## src/rtl/mul_error_monitor_pkg.sv

```systemverilog
// Shared types for the multiplier error monitor: FSM state encoding and
// default widths used by the top and the S2 error stage.
package mul_error_monitor_pkg;

  typedef enum logic [1:0] {
    ST_IDLE  = 2'd0,
    ST_RUN   = 2'd1,
    ST_DRAIN = 2'd2,
    ST_DONE  = 2'd3
  } mon_state_e;

  localparam int DEF_DATA_WIDTH = 8;
  localparam int DEF_CNT_WIDTH  = 16;
  localparam int DEF_ACC_WIDTH  = 32;

  // Monitor is busy while samples are being taken or flushed through the pipe.
  function automatic logic mon_is_busy(input mon_state_e st);
    return (st == ST_RUN) || (st == ST_DRAIN);
  endfunction

endpackage

```

## src/rtl/mul_error_monitor_abs_err.sv

```systemverilog
// S2 stage: exact unsigned product of the registered operands and the
// magnitude of its difference from the product under test.
module mul_abs_err
  import mul_error_monitor_pkg::*;
#(
  parameter int DATA_WIDTH = DEF_DATA_WIDTH
) (
  input  logic                      clk,
  input  logic                      rst,
  input  logic                      valid,
  input  logic [DATA_WIDTH-1:0]     a,
  input  logic [DATA_WIDTH-1:0]     b,
  input  logic [2*DATA_WIDTH-1:0]   prod,
  output logic                      err_valid,
  output logic                      err_mismatch,
  output logic [2*DATA_WIDTH-1:0]   abs_err
);

  localparam int PW = 2 * DATA_WIDTH;

  logic [PW-1:0] exact_s;
  logic [PW:0]   diff_s;
  logic [PW-1:0] abs_s;
  logic          valid_r;
  logic          mismatch_r;
  logic [PW-1:0] abs_err_r;

  // Exact product and magnitude of the one-bit-wider difference.
  always_comb begin
    exact_s = {{DATA_WIDTH{1'b0}}, a} * {{DATA_WIDTH{1'b0}}, b};
    diff_s  = {1'b0, exact_s} - {1'b0, prod};
    if (diff_s[PW]) begin
      abs_s = (~diff_s[PW-1:0]) + {{(PW-1){1'b0}}, 1'b1};
    end else begin
      abs_s = diff_s[PW-1:0];
    end
  end

  // Stage registers; data only moves with a valid sample.
  always_ff @(posedge clk or negedge rst) begin
    if (!rst) begin
      valid_r    <= 1'b0;
      mismatch_r <= 1'b0;
      abs_err_r  <= {PW{1'b0}};
    end else begin
      valid_r <= valid;
      if (valid) begin
        mismatch_r <= (exact_s != prod);
        abs_err_r  <= abs_s;
      end
    end
  end

  assign err_valid    = valid_r;
  assign err_mismatch = mismatch_r;
  assign abs_err      = abs_err_r;

endmodule

```

## src/rtl/mul_error_monitor.sv

```systemverilog
// Consumer end of the multiplier test path: accepts operand/product samples,
// checks them against the exact product and accumulates error statistics.
module mul_error_monitor
  import mul_error_monitor_pkg::*;
#(
  parameter int DATA_WIDTH = DEF_DATA_WIDTH,
  parameter int CNT_WIDTH  = DEF_CNT_WIDTH,
  parameter int ACC_WIDTH  = DEF_ACC_WIDTH
) (
  input  logic                    clk,
  input  logic                    rst,
  input  logic                    start,
  input  logic [CNT_WIDTH-1:0]    num_samples,
  input  logic                    in_valid,
  output logic                    in_ready,
  input  logic [DATA_WIDTH-1:0]   in_a,
  input  logic [DATA_WIDTH-1:0]   in_b,
  input  logic [2*DATA_WIDTH-1:0] in_prod,
  output logic                    busy,
  output logic                    done,
  output logic [CNT_WIDTH-1:0]    sample_cnt,
  output logic [CNT_WIDTH-1:0]    mismatch_cnt,
  output logic [ACC_WIDTH-1:0]    err_sum,
  output logic [2*DATA_WIDTH-1:0] err_max
);

  localparam int PW = 2 * DATA_WIDTH;

  mon_state_e           state_r, state_s;
  logic [CNT_WIDTH-1:0] num_r, num_s;
  logic [CNT_WIDTH-1:0] acc_cnt_r, acc_cnt_s;
  logic                 in_ready_r, ready_s;
  logic                 busy_r, done_r;
  logic                 clear_s;
  logic                 accept_s;

  logic                  s1_valid_r;
  logic [DATA_WIDTH-1:0] s1_a_r, s1_b_r;
  logic [PW-1:0]         s1_prod_r;

  logic          s2_valid_s;
  logic          s2_mismatch_s;
  logic [PW-1:0] s2_abs_err_s;

  logic [CNT_WIDTH-1:0] sample_cnt_r, mismatch_cnt_r;
  logic [ACC_WIDTH-1:0] err_sum_r;
  logic [PW-1:0]        err_max_r;

  function automatic logic [CNT_WIDTH-1:0] sat_inc(input logic [CNT_WIDTH-1:0] v);
    if (&v) begin
      return v;
    end else begin
      return v + {{(CNT_WIDTH-1){1'b0}}, 1'b1};
    end
  endfunction

  // Error magnitudes are zero-extended; a carry out pins the sum at all-ones.
  function automatic logic [ACC_WIDTH-1:0] sat_add(input logic [ACC_WIDTH-1:0] s,
                                                   input logic [PW-1:0]        e);
    logic [ACC_WIDTH:0] sum;
    sum = {1'b0, s} + {{(ACC_WIDTH+1-PW){1'b0}}, e};
    if (sum[ACC_WIDTH]) begin
      return {ACC_WIDTH{1'b1}};
    end else begin
      return sum[ACC_WIDTH-1:0];
    end
  endfunction

  assign accept_s = in_valid && in_ready_r;

  // Run control: start handling, accepted-sample count and drain detection.
  always_comb begin
    state_s   = state_r;
    num_s     = num_r;
    acc_cnt_s = acc_cnt_r;
    ready_s   = in_ready_r;
    clear_s   = 1'b0;
    case (state_r)
      ST_IDLE, ST_DONE: begin
        if (start) begin
          clear_s   = 1'b1;
          num_s     = num_samples;
          acc_cnt_s = {CNT_WIDTH{1'b0}};
          if (num_samples == {CNT_WIDTH{1'b0}}) begin
            state_s = ST_DRAIN;
            ready_s = 1'b0;
          end else begin
            state_s = ST_RUN;
            ready_s = 1'b1;
          end
        end else begin
          ready_s = 1'b0;
        end
      end
      ST_RUN: begin
        if (accept_s) begin
          acc_cnt_s = acc_cnt_r + {{(CNT_WIDTH-1){1'b0}}, 1'b1};
          if (acc_cnt_s == num_r) begin
            state_s = ST_DRAIN;
            ready_s = 1'b0;
          end else begin
            ready_s = 1'b1;
          end
        end else begin
          ready_s = in_ready_r;
        end
      end
      ST_DRAIN: begin
        ready_s = 1'b0;
        if (!s1_valid_r && !s2_valid_s) begin
          state_s = ST_DONE;
        end else begin
          state_s = ST_DRAIN;
        end
      end
      default: begin
        state_s = ST_IDLE;
        ready_s = 1'b0;
      end
    endcase
  end

  // Control registers; busy/done are registered decodes of the next state.
  always_ff @(posedge clk or negedge rst) begin
    if (!rst) begin
      state_r    <= ST_IDLE;
      num_r      <= {CNT_WIDTH{1'b0}};
      acc_cnt_r  <= {CNT_WIDTH{1'b0}};
      in_ready_r <= 1'b0;
      busy_r     <= 1'b0;
      done_r     <= 1'b0;
    end else begin
      state_r    <= state_s;
      num_r      <= num_s;
      acc_cnt_r  <= acc_cnt_s;
      in_ready_r <= ready_s;
      busy_r     <= mon_is_busy(state_s);
      done_r     <= (state_s == ST_DONE);
    end
  end

  // S1: capture the accepted sample.
  always_ff @(posedge clk or negedge rst) begin
    if (!rst) begin
      s1_valid_r <= 1'b0;
      s1_a_r     <= {DATA_WIDTH{1'b0}};
      s1_b_r     <= {DATA_WIDTH{1'b0}};
      s1_prod_r  <= {PW{1'b0}};
    end else begin
      s1_valid_r <= accept_s;
      if (accept_s) begin
        s1_a_r    <= in_a;
        s1_b_r    <= in_b;
        s1_prod_r <= in_prod;
      end
    end
  end

  mul_abs_err #(
    .DATA_WIDTH (DATA_WIDTH)
  ) u_abs_err (
    .clk          (clk),
    .rst          (rst),
    .valid        (s1_valid_r),
    .a            (s1_a_r),
    .b            (s1_b_r),
    .prod         (s1_prod_r),
    .err_valid    (s2_valid_s),
    .err_mismatch (s2_mismatch_s),
    .abs_err      (s2_abs_err_s)
  );

  // S3: statistics; start never coincides with a sample still in the pipe.
  always_ff @(posedge clk or negedge rst) begin
    if (!rst) begin
      sample_cnt_r   <= {CNT_WIDTH{1'b0}};
      mismatch_cnt_r <= {CNT_WIDTH{1'b0}};
      err_sum_r      <= {ACC_WIDTH{1'b0}};
      err_max_r      <= {PW{1'b0}};
    end else if (clear_s) begin
      sample_cnt_r   <= {CNT_WIDTH{1'b0}};
      mismatch_cnt_r <= {CNT_WIDTH{1'b0}};
      err_sum_r      <= {ACC_WIDTH{1'b0}};
      err_max_r      <= {PW{1'b0}};
    end else if (s2_valid_s) begin
      sample_cnt_r <= sat_inc(sample_cnt_r);
      if (s2_mismatch_s) begin
        mismatch_cnt_r <= sat_inc(mismatch_cnt_r);
      end
      err_sum_r <= sat_add(err_sum_r, s2_abs_err_s);
      if (s2_abs_err_s > err_max_r) begin
        err_max_r <= s2_abs_err_s;
      end
    end
  end

  assign in_ready     = in_ready_r;
  assign busy         = busy_r;
  assign done         = done_r;
  assign sample_cnt   = sample_cnt_r;
  assign mismatch_cnt = mismatch_cnt_r;
  assign err_sum      = err_sum_r;
  assign err_max      = err_max_r;

endmodule

```

## config.mk

```make
export PLATFORM = sky130hd
export DESIGN_NAME = mul_error_monitor
export DESIGN_NICKNAME = d
export VERILOG_FILES = /design/src/rtl/mul_error_monitor_pkg.sv /design/src/rtl/mul_error_monitor_abs_err.sv /design/src/rtl/mul_error_monitor.sv
export SDC_FILE = /design/constraint.sdc
export NUM_CORES = 1
export LEC_CHECK = 0
export CORE_MARGIN = 10
export CORE_UTILIZATION = 62
export DETAILED_ROUTE_END_ITERATION = 10
export PLACE_DENSITY = 0.94
export REMOVE_ABC_BUFFERS = 1
export SYNTH_ARGS = -nofsm -noshare
export SYNTH_HDL_FRONTEND = slang
export SYNTH_SLANG_ARGS = --single-unit
```

## constraint.sdc

```tcl
create_clock -name clk -period 15.95 [get_ports clk]
set_input_delay 1.595 -clock clk [delete_from_list [all_inputs] [get_ports clk]]
set_output_delay 1.595 -clock clk [all_outputs]
set_load 0.02 [all_outputs]
```

==> results of run 1 <==
==> metal layers <==
metal | vias to the layer above | wire length [um] | track usage, %
li1 | 4751 | - | -
met1 | 4970 | 12100 | 29.5
met2 | 359 | 15200 | 40.9
met3 | 55 | 1910 | 5.10
met4 | 0 | 720 | 8.51
met5 | - | 0 | 0
==> cell families after synthesis <==
kind of cell / Yosys count / synth area share, %
fa+ha+maj: 129 / 16.0
flops: 168 / 35.5
compound gates: 275 / 14.6
simple gates: 470 / 19.2
xor+xnor: 100 / 7.46
buf+inv: 148 / 4.96
mux: 24 / 2.24
==> layout make-up <==
| type | count | area (um2) | area share, % |
|---|---|---|---|
| clock buffers | 19 | 433 | 3.11 |
| inverters | 104 | 390 | 2.81 |
| well taps | 234 | 293 | 2.10 |
| flip-flops and latches | 168 | 4200 | 30.2 |
| repair buffers | 139 | 1380 | 9.92 |
| multi-input cells | 998 | 7050 | 50.7 |
| clock inverters | 13 | 158 | 1.13 |
| diodes | 2 | 5.00 | 0.0360 |
==> final timing paths <==
kind / start / to / slack, ps / cells past startpoint
worst max register to register: s1_a_r[1] / u_abs_err.abs_err[8] / 9010 / 23
min in group asynchronous: rst / err_sum[21] / 1190 / 1
worst max-delay path: s1_a_r[1] / u_abs_err.abs_err[8] / 9010 / 23
max in group asynchronous: rst / s1_a_r[3] / 13190 / 2
worst min register to register: acc_cnt_r[15] / acc_cnt_r[15] / 510 / 1
worst min-delay path: acc_cnt_r[15] / acc_cnt_r[15] / 510 / 1
==> synthesized netlist by cell type, types with 5 or more instances <==
cell / instances / area [um2]
sky130_fd_sc_hd__o31ai_1: 16 / 120
sky130_fd_sc_hd__nand4_1: 18 / 113
sky130_fd_sc_hd__or3_1: 6 / 37.5
sky130_fd_sc_hd__nand2_1: 150 / 563
sky130_fd_sc_hd__and2_1: 62 / 388
sky130_fd_sc_hd__and3_1: 12 / 75.1
sky130_fd_sc_hd__nor4_1: 5 / 31.3
sky130_fd_sc_hd__xor2_1: 57 / 499
sky130_fd_sc_hd__nand3_1: 50 / 250
sky130_fd_sc_hd__a211oi_1: 11 / 82.6
sky130_fd_sc_hd__o21ai_0: 96 / 480
sky130_fd_sc_hd__a21o_1: 18 / 135
sky130_fd_sc_hd__nor3_1: 23 / 115
sky130_fd_sc_hd__fa_1: 38 / 761
sky130_fd_sc_hd__nor2_1: 99 / 372
sky130_fd_sc_hd__or2_2: 6 / 37.5
sky130_fd_sc_hd__and4_1: 6 / 52.6
sky130_fd_sc_hd__dfrtp_1: 168 / 4200
sky130_fd_sc_hd__a21oi_1: 49 / 245
sky130_fd_sc_hd__o21a_1: 13 / 97.6
sky130_fd_sc_hd__inv_1: 104 / 390
sky130_fd_sc_hd__nor2b_1: 12 / 75.1
sky130_fd_sc_hd__xnor2_1: 42 / 368
sky130_fd_sc_hd__mux2_2: 20 / 225
sky130_fd_sc_hd__a31oi_1: 29 / 181
sky130_fd_sc_hd__nand2b_1: 7 / 43.8
sky130_fd_sc_hd__ha_1: 91 / 1140
sky130_fd_sc_hd__clkbuf_1: 36 / 135
==> sequential cells by signal (all words and copies together), names as in the netlist, 2 cells and up <==
register / flops
err_sum: 32
acc_cnt_r: 16
err_max: 16
mismatch_cnt: 16
num_r: 16
s1_prod_r: 16
sample_cnt: 16
u_abs_err.abs_err: 16
s1_a_r: 8
s1_b_r: 8
state_r: 2
==> report_power, final <==
group          total [mW]  switching (mW)  internal [mW]
Sequential          0.426               0          0.426
Combinational      0.0221          0.0108         0.0113
Clock               0.423           0.187          0.236
==> critical path, stage by stage, from the launching register on <==
cell	delay, ps
sky130_fd_sc_hd__dfrtp_1	470
sky130_fd_sc_hd__and2_1	220
sky130_fd_sc_hd__fa_1	450
sky130_fd_sc_hd__fa_1	540
sky130_fd_sc_hd__inv_1	50
sky130_fd_sc_hd__fa_1	460
sky130_fd_sc_hd__fa_1	540
sky130_fd_sc_hd__inv_1	40
sky130_fd_sc_hd__ha_1	320
sky130_fd_sc_hd__a21oi_1	220
sky130_fd_sc_hd__nor2b_1	80
sky130_fd_sc_hd__o21a_1	180
sky130_fd_sc_hd__o311a_1	310
sky130_fd_sc_hd__o21a_1	190
sky130_fd_sc_hd__o21ai_0	200
sky130_fd_sc_hd__nor2b_1	190
sky130_fd_sc_hd__xnor2_1	130
sky130_fd_sc_hd__ha_1	300
sky130_fd_sc_hd__a21o_1	190
sky130_fd_sc_hd__a21o_1	180
sky130_fd_sc_hd__a211oi_2	820
sky130_fd_sc_hd__o21ai_0	270
sky130_fd_sc_hd__xor2_1	200
sky130_fd_sc_hd__mux2_2	270
==> run_results.csv, run 1 <==
group,metric,value,unit
timing,worst_hold_slack,511,ps
power_and_ir_drop,fin_total_pwr,0.871,mW
global_routing,grt_first_pass_wirelength,49.3,mm
synthesis,ys.flop_type,"sky130_fd_sc_hd__dfrtp_1",
worst_setup_path,cp.arrival,7260,ps
timing,finalHoldViolations,0,
cts,clock_path_buffers,2,
global_routing,initial_antenna_violation_count,0,
timing,report.final.setup_viol,0,
synthesis,synth_cells,1314,
hold_path,holdCritPathClass,"register to register",
placement,port-buffer-count,134,
cts,post_cts_resize_count,0,
final_layout,leading_cell_types_in_the_layout_fill_and_taps_excluded,"168 x sky130_fd_sc_hd__dfrtp_1, 149 x sky130_fd_sc_hd__nand2_1, 133 x sky130_fd_sc_hd__clkdlybuf4s50_1",
cts,cts.htree.levels,4,
floorplan,fp.dieH,158,um
floorplan,pin_count,135,
global_routing,grt_max_degree,87,
final_layout,post-route-cell-area,13900,um2
worst_setup_path,critical_path.max_fanout,16,
cts,worstSkewPairLatency,440,ps
floorplan,floorplan.die_area,25000,um2
drt,drtPass1Iterations,5,
timing,rsz_0062_raised_after_global_routing,"no",
placement,dp_hpwl,22.1,mm
worst_setup_path,crit_path_end_kind,"register",
timing,layout_worst_path_cycle_share,43.5,%
worst_setup_path,cp_class,"register to register",
power_and_ir_drop,p_leak,6.82,nW
placement,placedInstanceArea,13300,um2
timing,fmaxAchievable,0.144,GHz
placement,place_ws,9080,ps
timing,final.setup.worst_slack,9010,ps
drt,final_routed_wire_length_divided_by_cell_count,17.8,um
drt,drtAntennaViolNets,0,
timing,worst_slew_pin_slew,1080,ps
outcome,run_status,"finished, final reports clean",
synthesis,mappedNetlistArea,11800,um2
final_layout,post_layout_nonfiller_instances,1677,
timing,final_slew_violations,0,
run,maxCapViolCount,0,
final_layout,area.growth.synth_to_final,17.5,%
power_and_ir_drop,peak_supply_drop,0.0780,mV
drt,drt-initial-drc-count,756,
placement,placed_cells_incl_taps,1643,
synthesis,ys.warnings.count,0,
synthesis,yosysSeqAreaShare,35.5,%
cts,cts.repair_timing.setup_buffer_count,0,
worst_setup_path,required,16270,ps
cts,clk_root_buffer_cell,"sky130_fd_sc_hd__clkbuf_16",
drt,drt_drc_violations_left,0,
timing,timing.setup.tns,0,ps
drt,vias_per_cell,6.04,
worst_setup_path,critical_path.startpoint_type,"register",
final_layout,utilization,74.1,%
floorplan,starting_density,63.1,%
placement,gp_congestion,0.941,
floorplan,core-area,18800,um2
final_layout,finish.net_count,1609,
drt,drt_wl_total,29.9,mm
cts,numCtsBuffers,17,
synthesis,synthDistinctLibCells,69,
floorplan,fp.dieW,158,um
synthesis,synthesis.area_per_instance,9.01,um2
timing,finalCriticalPeriod,6940,ps
cts,tritoncts,"built",
synthesis,synth-edff-count,0,
global_routing,combined_global_route_utilization_of_all_metal_layers,24.0,%
global_routing,grt_overflow_total,0,
global_routing,via_count_of_the_first_global_routing_pass,10137,
final_layout,final_layout_size_suffix_gt1_share,5.48,%
cts,clk_pin_slew,80,ps
cts,cts_hold_repair.buffers,0,
synthesis,async_reset_ff_share,100,%
final_layout,fill_cells,1290,
final_layout,layout_commonest_cell,"sky130_fd_sc_hd__dfrtp_1",
drt,routed-via-count,10135,
timing,worst_clock_skew,13.9,ps
power_and_ir_drop,pwr_density_cell,62.6,nW/um2
floorplan,placementRows,50,
synthesis,yosys_register_bits,168,
timing,slew_headroom,28.2,%
cts,clkSinkCount,168,
No activity file was read; power rests on OpenSTA's default activity.
==> run 2, diff against run 1 <==
CORE_UTILIZATION = 52   (was 62)
PLACE_DENSITY = 0.85   (was 0.94)
clock period = 5.9 ns   (was 15.95 ns; I/O delays follow)
==> run 2 against run 1 <==
Compared with the run above:
- maximum frequency rose by 16%
- clock skew shrank 2.9 ps
- critical path depth up 1
- register-to-register slack worse by 9100 ps
- utilization fell by 8.2 points
- sequential share of layout area decreased by 1.8 points
- via count is 1.9% higher
- the run now ends with negative setup slack left
- critical endpoint is now u_abs_err.abs_err[15]
- cell count up 7.0%
- worst hold slack lost 310 ps
==> run_results.csv, run 2 (same netlist as run 1, synthesis figures left out) <==
group,metric,value,unit
outcome,violated_checks,"negative setup slack",
run,maxCapViolCount,0,
final_layout,largest_reg_flops,32,
final_layout,leading_cell_types_in_the_layout_fill_and_taps_excluded,"160 x sky130_fd_sc_hd__dfrtp_1, 145 x sky130_fd_sc_hd__nand2_1, 133 x sky130_fd_sc_hd__clkdlybuf4s50_1",
timing,worst_slew_pin_slew,1070,ps
power_and_ir_drop,sequential_power_share,48.9,%
global_routing,grt_overflow_total,0,
drt,routed-via-count,10331,
floorplan,placementRows,55,
final_layout,area_used_by_multi_input_combinational_logic,7360,um2
timing,worst_clock_skew,11.0,ps
global_routing,grt_max_degree,92,
drt,drt_drc_violations_left,0,
worst_setup_path,critical_path.startpoint_type,"register",
final_layout,finish.net_count,1678,
worst_setup_path,cp_class,"register to register",
timing,layout_worst_path_cycle_share,102,%
cts,clkSinkCount,168,
floorplan,pin_count,135,
final_layout,regArea,4210,um2
worst_setup_path,critical_path.slowest_cell,"sky130_fd_sc_hd__fa_1",
placement,dp_hpwl,21.9,mm
floorplan,fp.dieW,171,um
final_layout,final_layout_size_suffix_gt1_share,13.9,%
power_and_ir_drop,pwr_density_cell,158,nW/um2
global_routing,via_count_of_the_first_global_routing_pass,10437,
global_routing,combined_global_route_utilization_of_all_metal_layers,21.2,%
floorplan,fp.dieH,171,um
cts,clk_root_buffer_cell,"sky130_fd_sc_hd__clkbuf_16",
global_routing,initial_antenna_violation_count,0,
drt,final_routed_wire_length_divided_by_cell_count,17.6,um
placement,place_ws,-339,ps
cts,clock_path_buffers,2,
power_and_ir_drop,p_leak,7.19,nW
cts,clk_pin_slew,80,ps
floorplan,starting_density,52.6,%
drt,drt_wl_total,31.6,mm
outcome,run_status,"finished, violations left",
final_layout,area.growth.synth_to_final,25.4,%
drt,drt-initial-drc-count,659,
final_layout,post_layout_nonfiller_instances,1795,
power_and_ir_drop,peak_supply_drop,0.172,mV
final_layout,layout_commonest_cell,"sky130_fd_sc_hd__dfrtp_1",
floorplan,core-area,22500,um2
timing,report.final.setup_viol,14,
worst_setup_path,cp_top_family,"adder cells",
power_and_ir_drop,fin_total_pwr,2.35,mW
worst_setup_path,worstPathCellList,"buf_6 -> and2_1 -> fa_1 -> fa_1 -> fa_1 -> inv_1 -> fa_1 -> inv_2 -> ha_4 -> or2_2 -> o311a_1 -> o21a_1 -> nor2_1 -> ha_1 -> buf_6 -> buf_6 -> o211ai_1 -> nor3b_4 -> buf_6 -> xnor2_4 -> or2_4 -> o41ai_4 -> xnor2_1 -> a21oi_1",
worst_setup_path,required,6190,ps
cts,worstSkewPairLatency,450,ps
power_and_ir_drop,share_comb_of_total_power,2.5,%
drt,vias_per_cell,5.76,
final_layout,utilization,66.0,%
drt,drtAntennaViolNets,0,
timing,finalCriticalPeriod,6010,ps
timing,final_slew_violations,0,
hold_path,holdCritPathClass,"input pin to async pin",
floorplan,floorplan.die_area,29200,um2
cts,numCtsBuffers,17,
final_layout,fill_cells,1693,
power_and_ir_drop,swShare,24.3,%
timing,final.setup.worst_slack,-110,ps
placement,gp_congestion,0.902,
drt,drtPass1Iterations,8,
placement,port-buffer-count,134,
timing,rsz_0062_raised_after_global_routing,"yes",
worst_setup_path,crit_buf_inv,6,
power_and_ir_drop,power.share.clock,48.6,%
power_and_ir_drop,cellInternalPower,1.78,mW
cts,cts.htree.levels,4,
timing,slew_headroom,28.7,%
cts,tritoncts,"built",
worst_setup_path,cp_slowest_stage_delay,500,ps
placement,placed_cells_incl_taps,1750,
timing,fmaxAchievable,0.166,GHz
worst_setup_path,crit_path_end_kind,"register",
power_and_ir_drop,net_load_switching_power,0.573,mW
timing,finalHoldViolations,0,
worst_setup_path,cp.arrival,6300,ps
worst_setup_path,critical_path.max_fanout,7,
global_routing,grt_first_pass_wirelength,50.6,mm
run 2: cell types whose count changed in the layout (fill, tap and decap cells not counted), moves of 9 or more:
cell | before | now
sky130_fd_sc_hd__and2_4 | 0 | 9
sky130_fd_sc_hd__and2_1 | 61 | 52
sky130_fd_sc_hd__ha_1 | 91 | 81
sky130_fd_sc_hd__ha_4 | 0 | 9
sky130_fd_sc_hd__buf_4 | 5 | 62
sky130_fd_sc_hd__buf_6 | 1 | 13
run 2: path summary, 6_finish.rpt:
path / slack (ps) / endpoint / startpoint / cells after the start
worst min-delay path: 200 / err_sum[22] / rst / 1
min in group clk: 510 / acc_cnt_r[15] / acc_cnt_r[15] / 1
worst max register to register: -110 / u_abs_err.abs_err[15] / s1_b_r[3] / 24
worst max-delay path: -110 / u_abs_err.abs_err[15] / s1_b_r[3] / 24
worst min register to register: 510 / acc_cnt_r[15] / acc_cnt_r[15] / 1
max in group asynchronous: 4140 / mismatch_cnt[2] / rst / 2
run 2: cell type report:
type	instances	area share, %
timing repair buffer	208	13.1
multi-input combinational	998	49.6
inverter	104	2.63
clock inverter	14	1.07
clock buffer	17	2.86
tap	285	2.40
sequential	168	28.4
antenna	1	0.0169
run 2: power by group through the flow:
stage | Sequential, mW | Combinational, mW | Clock (mW)
floorplan | 1.17 | 0.000994 | 0
global placement | 1.17 | 0.0614 | 0
detailed placement | 1.17 | 0.0616 | 0
CTS | 1.15 | 0.0620 | 1.15
global route | 1.15 | 0.0669 | 1.20
finish | 1.15 | 0.0600 | 1.14
run 2: routing by layer:
layer  global-route usage [%]  up-vias  share of wire, %
li1                         -     4885                 -
met1                     23.9     5067                40
met2                     38.6      316                52
met3                     4.65       63               5.6
met4                     6.84        0               2.0
met5                        0        -                 0
run 2: per-stage QoR:
step	hold slack, ps	setup TNS (ps)	area, um2
final	198	-849	14800
after global routing	255	-4000	14800
after floorplan	294	-3040	11600
after detailed placement	490	-3270	13800
after global placement	481	-1820	13800
after CTS	258	-183	14700
run 2: repair_timing:
action,4_1_cts,5_1_grt
cloned,1,0
hold buffers,0,0
endpoints found under the setup margin,15,15
setup buffers,9,4
pin swaps,60,31
resized for setup,60,31
